<file path="config.mk">
export PLATFORM = sky130hd
export DESIGN_NAME = if_stage
export DESIGN_NICKNAME = d
export VERILOG_FILES = /design/src/rtl/if_stage.sv
export SDC_FILE = /design/constraint.sdc
export NUM_CORES = 1
export LEC_CHECK = 0
export BUFFER_PORTS_ARGS = -buffer_cell sky130_fd_sc_hd__buf_2
export CAP_MARGIN = 15
export CORE_MARGIN = 2
export CORE_UTILIZATION = 45
export DETAILED_ROUTE_END_ITERATION = 8
export HOLD_SLACK_MARGIN = 0.12
export PLACE_DENSITY = 0.93
export SYNTH_ARGS = -nofsm -noshare
export SYNTH_HDL_FRONTEND = slang
export SYNTH_SLANG_ARGS = --single-unit
</file>
<file path="constraint.sdc">
create_clock -name clk -period 2.8 [get_ports clk]
set_clock_uncertainty 0.2 [all_clocks]
set_input_delay 0.42 -clock clk [delete_from_list [all_inputs] [get_ports clk]]
set_output_delay 0.42 -clock clk [all_outputs]
set_load 0.01 [all_outputs]
</file>
<file path="src/rtl/if_stage.sv">
// Instruction-fetch stage: program counter, PC+4 adder, next-PC select and
// instruction ROM (constant table where word i = 32'h2000_0000 + i).
module if_stage #(
  parameter int unsigned IMEM_AW  = 6,
  parameter logic [31:0] RESET_PC = 32'h0000_0000
) (
  input  logic        clk,
  input  logic        clrn,
  input  logic [1:0]  pcsource,
  input  logic [31:0] bpc,
  input  logic [31:0] jpc,
  output logic [31:0] PC,
  output logic [31:0] pc4,
  output logic [31:0] inst
);

  localparam int unsigned XLEN      = 32;
  localparam int unsigned IMEM_DEPTH = 1 << IMEM_AW;
  localparam logic [XLEN-1:0] ROM_BASE = 32'h2000_0000;

  logic [XLEN-1:0]    next_pc;
  logic [IMEM_AW-1:0] word_idx;

  // Sequential address; wraps naturally modulo 2^32
  assign pc4 = PC + XLEN'(4);

  // Next-PC select: bit 1 chooses the jump target, whatever bit 0 is
  always_comb begin
    next_pc = pc4;
    if (pcsource[1]) begin
      next_pc = jpc;
    end else if (pcsource[0]) begin
      next_pc = bpc;
    end
  end

  // Program counter; targets load unmodified, no enable
  always_ff @(posedge clk or negedge clrn) begin
    if (!clrn) begin
      PC <= RESET_PC;
    end else begin
      PC <= next_pc;
    end
  end

  // Byte-offset and upper address bits are dropped, so addresses alias
  assign word_idx = PC[IMEM_AW+1:2];

  logic [XLEN-1:0] rom [IMEM_DEPTH];

  // Constant ROM table: each word holds its own index offset from the base
  always_comb begin
    for (int unsigned i = 0; i < IMEM_DEPTH; i++) begin
      rom[i] = ROM_BASE + XLEN'(i);
    end
  end

  // Asynchronous ROM read
  always_comb begin
    inst = rom[word_idx];
  end

endmodule

</file>
Word-level counts from Yosys, hierarchy flattened --
Memories as Yosys holds them, arrays and structs flattened. Index checks and enable logic that the tools add are counted.
Word-level totals: output and inout bits 96, memories 1, flip-flop bits (word level) 32, logic and storage cells 9, bits of input ports 68, ROM bits 2048
Memories:
- (no name shown) | depth 64, width 32, read ports 1, clocked after memory_dff 0, wr ports 0, RTL line 60 | inst = rom[word_idx];
Operators by class: $add $sub $neg 1, mux-type cells 4, $lt $le $gt $ge 1, bitwise gates (word level) 1
Operator list (number):
- $mux 32 | 4
- $add 32x3->32 const B | 1
- $ge 7x7->1 const B | 1
- $not 6->7 | 1

Longest topological paths before layout --
depth in word-level cells 4, gate-level depth with buffers 6, depth with buffers taken out 6

Worst setup path after synthesis --
No wires, ideal clock.
kind reg-to-output, from register PC[2], to output port pc4[22], path slack 0.513 ns, stages on the path, launching flop included 6, arrival time 1.667 ns, path buffers 0, cells stage by stage dfrtp_1 > ha_1 > nand3_1 > nor4_2 > nand3_1 > xnor2_1
On the way: longest elaborated chain between the ends 1
Ends and longest elaborated chain:
- start, declared | RTL line 12 | output logic [31:0] PC,
- start signal, assigned | RTL line 42 | PC <= next_pc;
- $add 32x3->32 | RTL line 25 | assign pc4 = PC + XLEN'(4);
- end, declared | RTL line 13 | output logic [31:0] pc4,
No other way between the ends.

Worst setup path after layout --
from register PC[2], to output port pc4[20]
Same word-level chain as after synthesis.

==> summary.md <==
Max-cap violations in this run came to 0. The number of setup violations in the final report is 0. The pin count of the biggest net entering global routing came out at 44. The most used standard cell by instance count after synthesis was buf_4.

Dividing the detail-routed wire length by the instance count gives 14.9 um. Using the TritonRoute via totals, the vias-per-cell ratio works out to 5.15. The worst register-to-register path has a depth of 5.

Via count of the first global-routing pass: 2,162. Path type of the worst setup path: register to output pin. The relative area change from synthesis to final layout is 30.3%.

Counting along the longest clock path gives a buffer depth of 2. During synthesis, Yosys emitted a total of 0 warnings. Yosys attributes the largest share of cell area to dfrtp_1 (34%), buf_4 (11%), xnor2_1 (7.1%).

The tools report the number of vias in the routed layout as 2,333. Port buffering added 137 buffers. Measured against its own limit, the worst slew margin works out to 49.3%.

At the pin with the least slew margin, the transition time is 758 ps. The detailed router finished its first iteration with 129 violations. The maximum fanout count along the critical path works out to 8. Along the worst hold path, the cell count comes to 3.

The run finished with clean final reports. The logs give 0.802 for the routability congestion estimate from global placement and 147 ps for the final setup slack of the worst path. STA puts the critical path data arrival time at 2030 ps.

The tools report the startpoint of the worst-slack reg-to-reg timing path as PC[4]. The number of antenna violations at the first check in global routing is 0. The number of placed instances, taps included, is 444. Summed over all layers, the routed wires come to 6760 um. Power spread over the standard cell area amounts to 444 nW/um2.

The number of sinks driven by the clock tree was 32; the initial core utilization was 46.2%. Summing the sequential cell areas from Yosys gives 34.2% of the chip area. The final critical-path required period was 2650 ps. Global routing used 22.0% of the available tracks across all layers.

The logs give 10,400 um for the first-pass GRT wire length and 377 MHz for the top achievable clock speed. Fill cells in the final layout number 461. By count the netlist is led by buf_4 (35), dfrtp_1 (32), xnor2_1 (19). The worst hold path terminates at PC[7]. The run gives 0 as the residual overflow from global routing. Walking the worst path, the cells encountered are ha_1, nand3_2, nor4_4, nand3_1, xnor2_1, buf_2. The floorplan has 26 rows. Dividing the final minimum period by the clock period gives 94.7%. In this design, the stage delay of the slowest critical-path cell is 430 ps. The hold path startpoint is jpc[7]. TritonCTS built the clock tree. Clock-pin slew was measured on the worst setup and hold paths at 60 ps. The repair_antennas step left the layout with diodes totalling 0.

Measured along the y axis, the die boundary spans 76.2 um. In this run, synthesis inferred 0 flip-flops with an integrated enable. The detail route stage leaves a number of antenna-violating nets equal to 0. From left edge to right edge, the die measures 76.2 um.

The most used flip-flop cell after synthesis is dfrtp_1. After synthesis, the netlist uses 41 different library cells. Counting every instance in the synthesized netlist gives 255. The run gives 5070 um2 as the area inside the core boundary.

The run gives 0 ps as the setup TNS. The largest registers in the layout are PC: 32 flops. Number of pins exceeding their max-slew limit in the final report: 0. STA classifies the critical path startpoint as a register. The fraction of final layout cells with drive strength greater than 1 works out to 43.3%.

The slowest stage of the critical path is the dfrtp_2 cell. Summed over all instances, the cell type with the most area after synthesis is dfrtp_1. The worst-case IR drop observed on VDD is 0.252 mV. The worst-case setup slack after placement came out at 265 ps. The cell area after technology mapping was 2340 um2; the flip-flop count of the largest register after layout was 32.

For the number of remaining DRC errors, the log shows 0. Pin placement for this block handled 164 I/O pins. The level count of the clock H-tree was 2. The type of the most critical hold path was primary input to register.

The number of endpoints with negative hold slack in the final report was 0; the count of TritonRoute iterations in the first routing pass was 4. The cell family with the largest share of critical-path delay was simple AND/OR/NAND/NOR gates. After synthesis the netlist holds a flip-flop and latch count of 32. The register bank with the most flops was PC. In this run the mean area of a mapped cell was 9.20 um2. The combined buffer and inverter count along the critical path works out to 1.

After synthesis, the largest area contributor takes up 34.2% of total cell area. The HPWL after detailed placement is 5080 um. The later pin in the worst-skew pair is clocked with a latency of 280 ps. The total CTS buffers was 5; the required time at the endpoint of the critical path was 2180 ps. The analysis attributes to cell leakage a power of 1.60 nW. The endpoint of the lowest-slack register-to-register path was PC[19].

For this run, the post-layout net count is 451. Of all flip-flops after synthesis, the portion carrying an async set or reset was 100%. Nature of the critical path endpoint: an output pin.

The die covers 5800 um2. For flop-to-flop paths, the worst setup slack is 690 ps. The library cell used as clock root buffer was clkbuf_8. The post-layout instance count excluding filler cells came out at 453.
worst min-delay path, cell delays in order:
cell     delay, ps
buf_2           80
nand2_1         40
o21ai_0         60
power breakdown:
group,switching (mW),internal [mW]
clock network,0.170,0.200
registers,0.0662,0.508
logic,0.228,0.186
timing repair:
item	4_1_cts	5_1_grt
endpoints found under the hold margin	32	0
setup endpoints to repair	3	10
gates resized for setup	0	5
buffers inserted	0	0
hold buffers	1	0
worst max path at each step:
stage / startpoint / endpoint / slack, ps / cells past startpoint
global placement: PC[2] / pc4[22] / 350 / 6
detailed placement: PC[2] / pc4[20] / 260 / 6
global route: PC[2] / pc4[20] / -30 / 6
CTS: PC[2] / pc4[20] / -50 / 6
finish: PC[2] / pc4[20] / 150 / 6
floorplan: PC[2] / pc4[22] / 510 / 5
stage by stage:
step / utilization, % / hold WS (ps) / total power [mW] / instance area (um2)
floorplan: - / -75.6 / 0.833 / 2430
global placement: 57.8 / 311 / 0.977 / 2930
detailed placement: 57.8 / 323 / 0.989 / 2930
CTS: 59.8 / 139 / 1.36 / 3030
global route: 60.2 / 148 / 1.43 / 3060
finish: 60.2 / 147 / 1.36 / 3060
routing by layer:
metal  up-vias  global-route usage [%]  share of wire (%)
li1       1103                       -                  -
met1      1109                    24.5                 39
met2       115                    42.1                 53
met3         6                    5.57                7.4
met4         0                    4.91               0.77
met5         -                       0                  0
final cells by class:
type                    instances  area (um2)  share of cell area [%]
inverters                       4        15.0                   0.491
well taps                      70        87.6                    2.87
clock buffers                   8        90.1                    2.95
repair buffers                142         726                    23.8
flip-flops and latches         32         803                    26.3
multi-input cells             197        1330                    43.7
cells by family after synthesis:
logic type | Yosys count | synth area share, %
multiplexers | 11 | 4.75
flip-flops | 32 | 34.2
other | 2 | 0.320
buffers and inverters | 50 | 13.6
AO/OA/AOI/OAI | 46 | 14.1
AND/OR/NAND/NOR | 86 | 22.5
XOR/XNOR | 27 | 10.1
adder cells (fa/ha/maj) | 1 | 0.534
cell usage in the layout (no fill, tap or decap), types with 2 or more instances in the layout:
| master | n |
|---|---|
| xor2_1 | 8 |
| inv_1 | 4 |
| nor3_1 | 2 |
| nand4_1 | 6 |
| o22ai_1 | 6 |
| a21o_1 | 9 |
| dfrtp_2 | 2 |
| clkbuf_8 | 6 |
| and4_1 | 4 |
| o21ba_2 | 3 |
| nand3_2 | 2 |
| nor2_1 | 11 |
| mux2i_1 | 10 |
| nor4_4 | 2 |
| conb_1 | 26 |
| a22o_1 | 9 |
| buf_2 | 137 |
| nand2_1 | 18 |
| nand3_1 | 15 |
| and3_1 | 5 |
| o21ai_0 | 12 |
| clkbuf_1 | 2 |
| or2_2 | 3 |
| or4_1 | 4 |
| xnor2_1 | 19 |
| buf_4 | 4 |
| dfrtp_1 | 30 |
| a22oi_1 | 4 |
| nand4b_1 | 4 |
No activity file was read; power rests on OpenSTA's default activity.
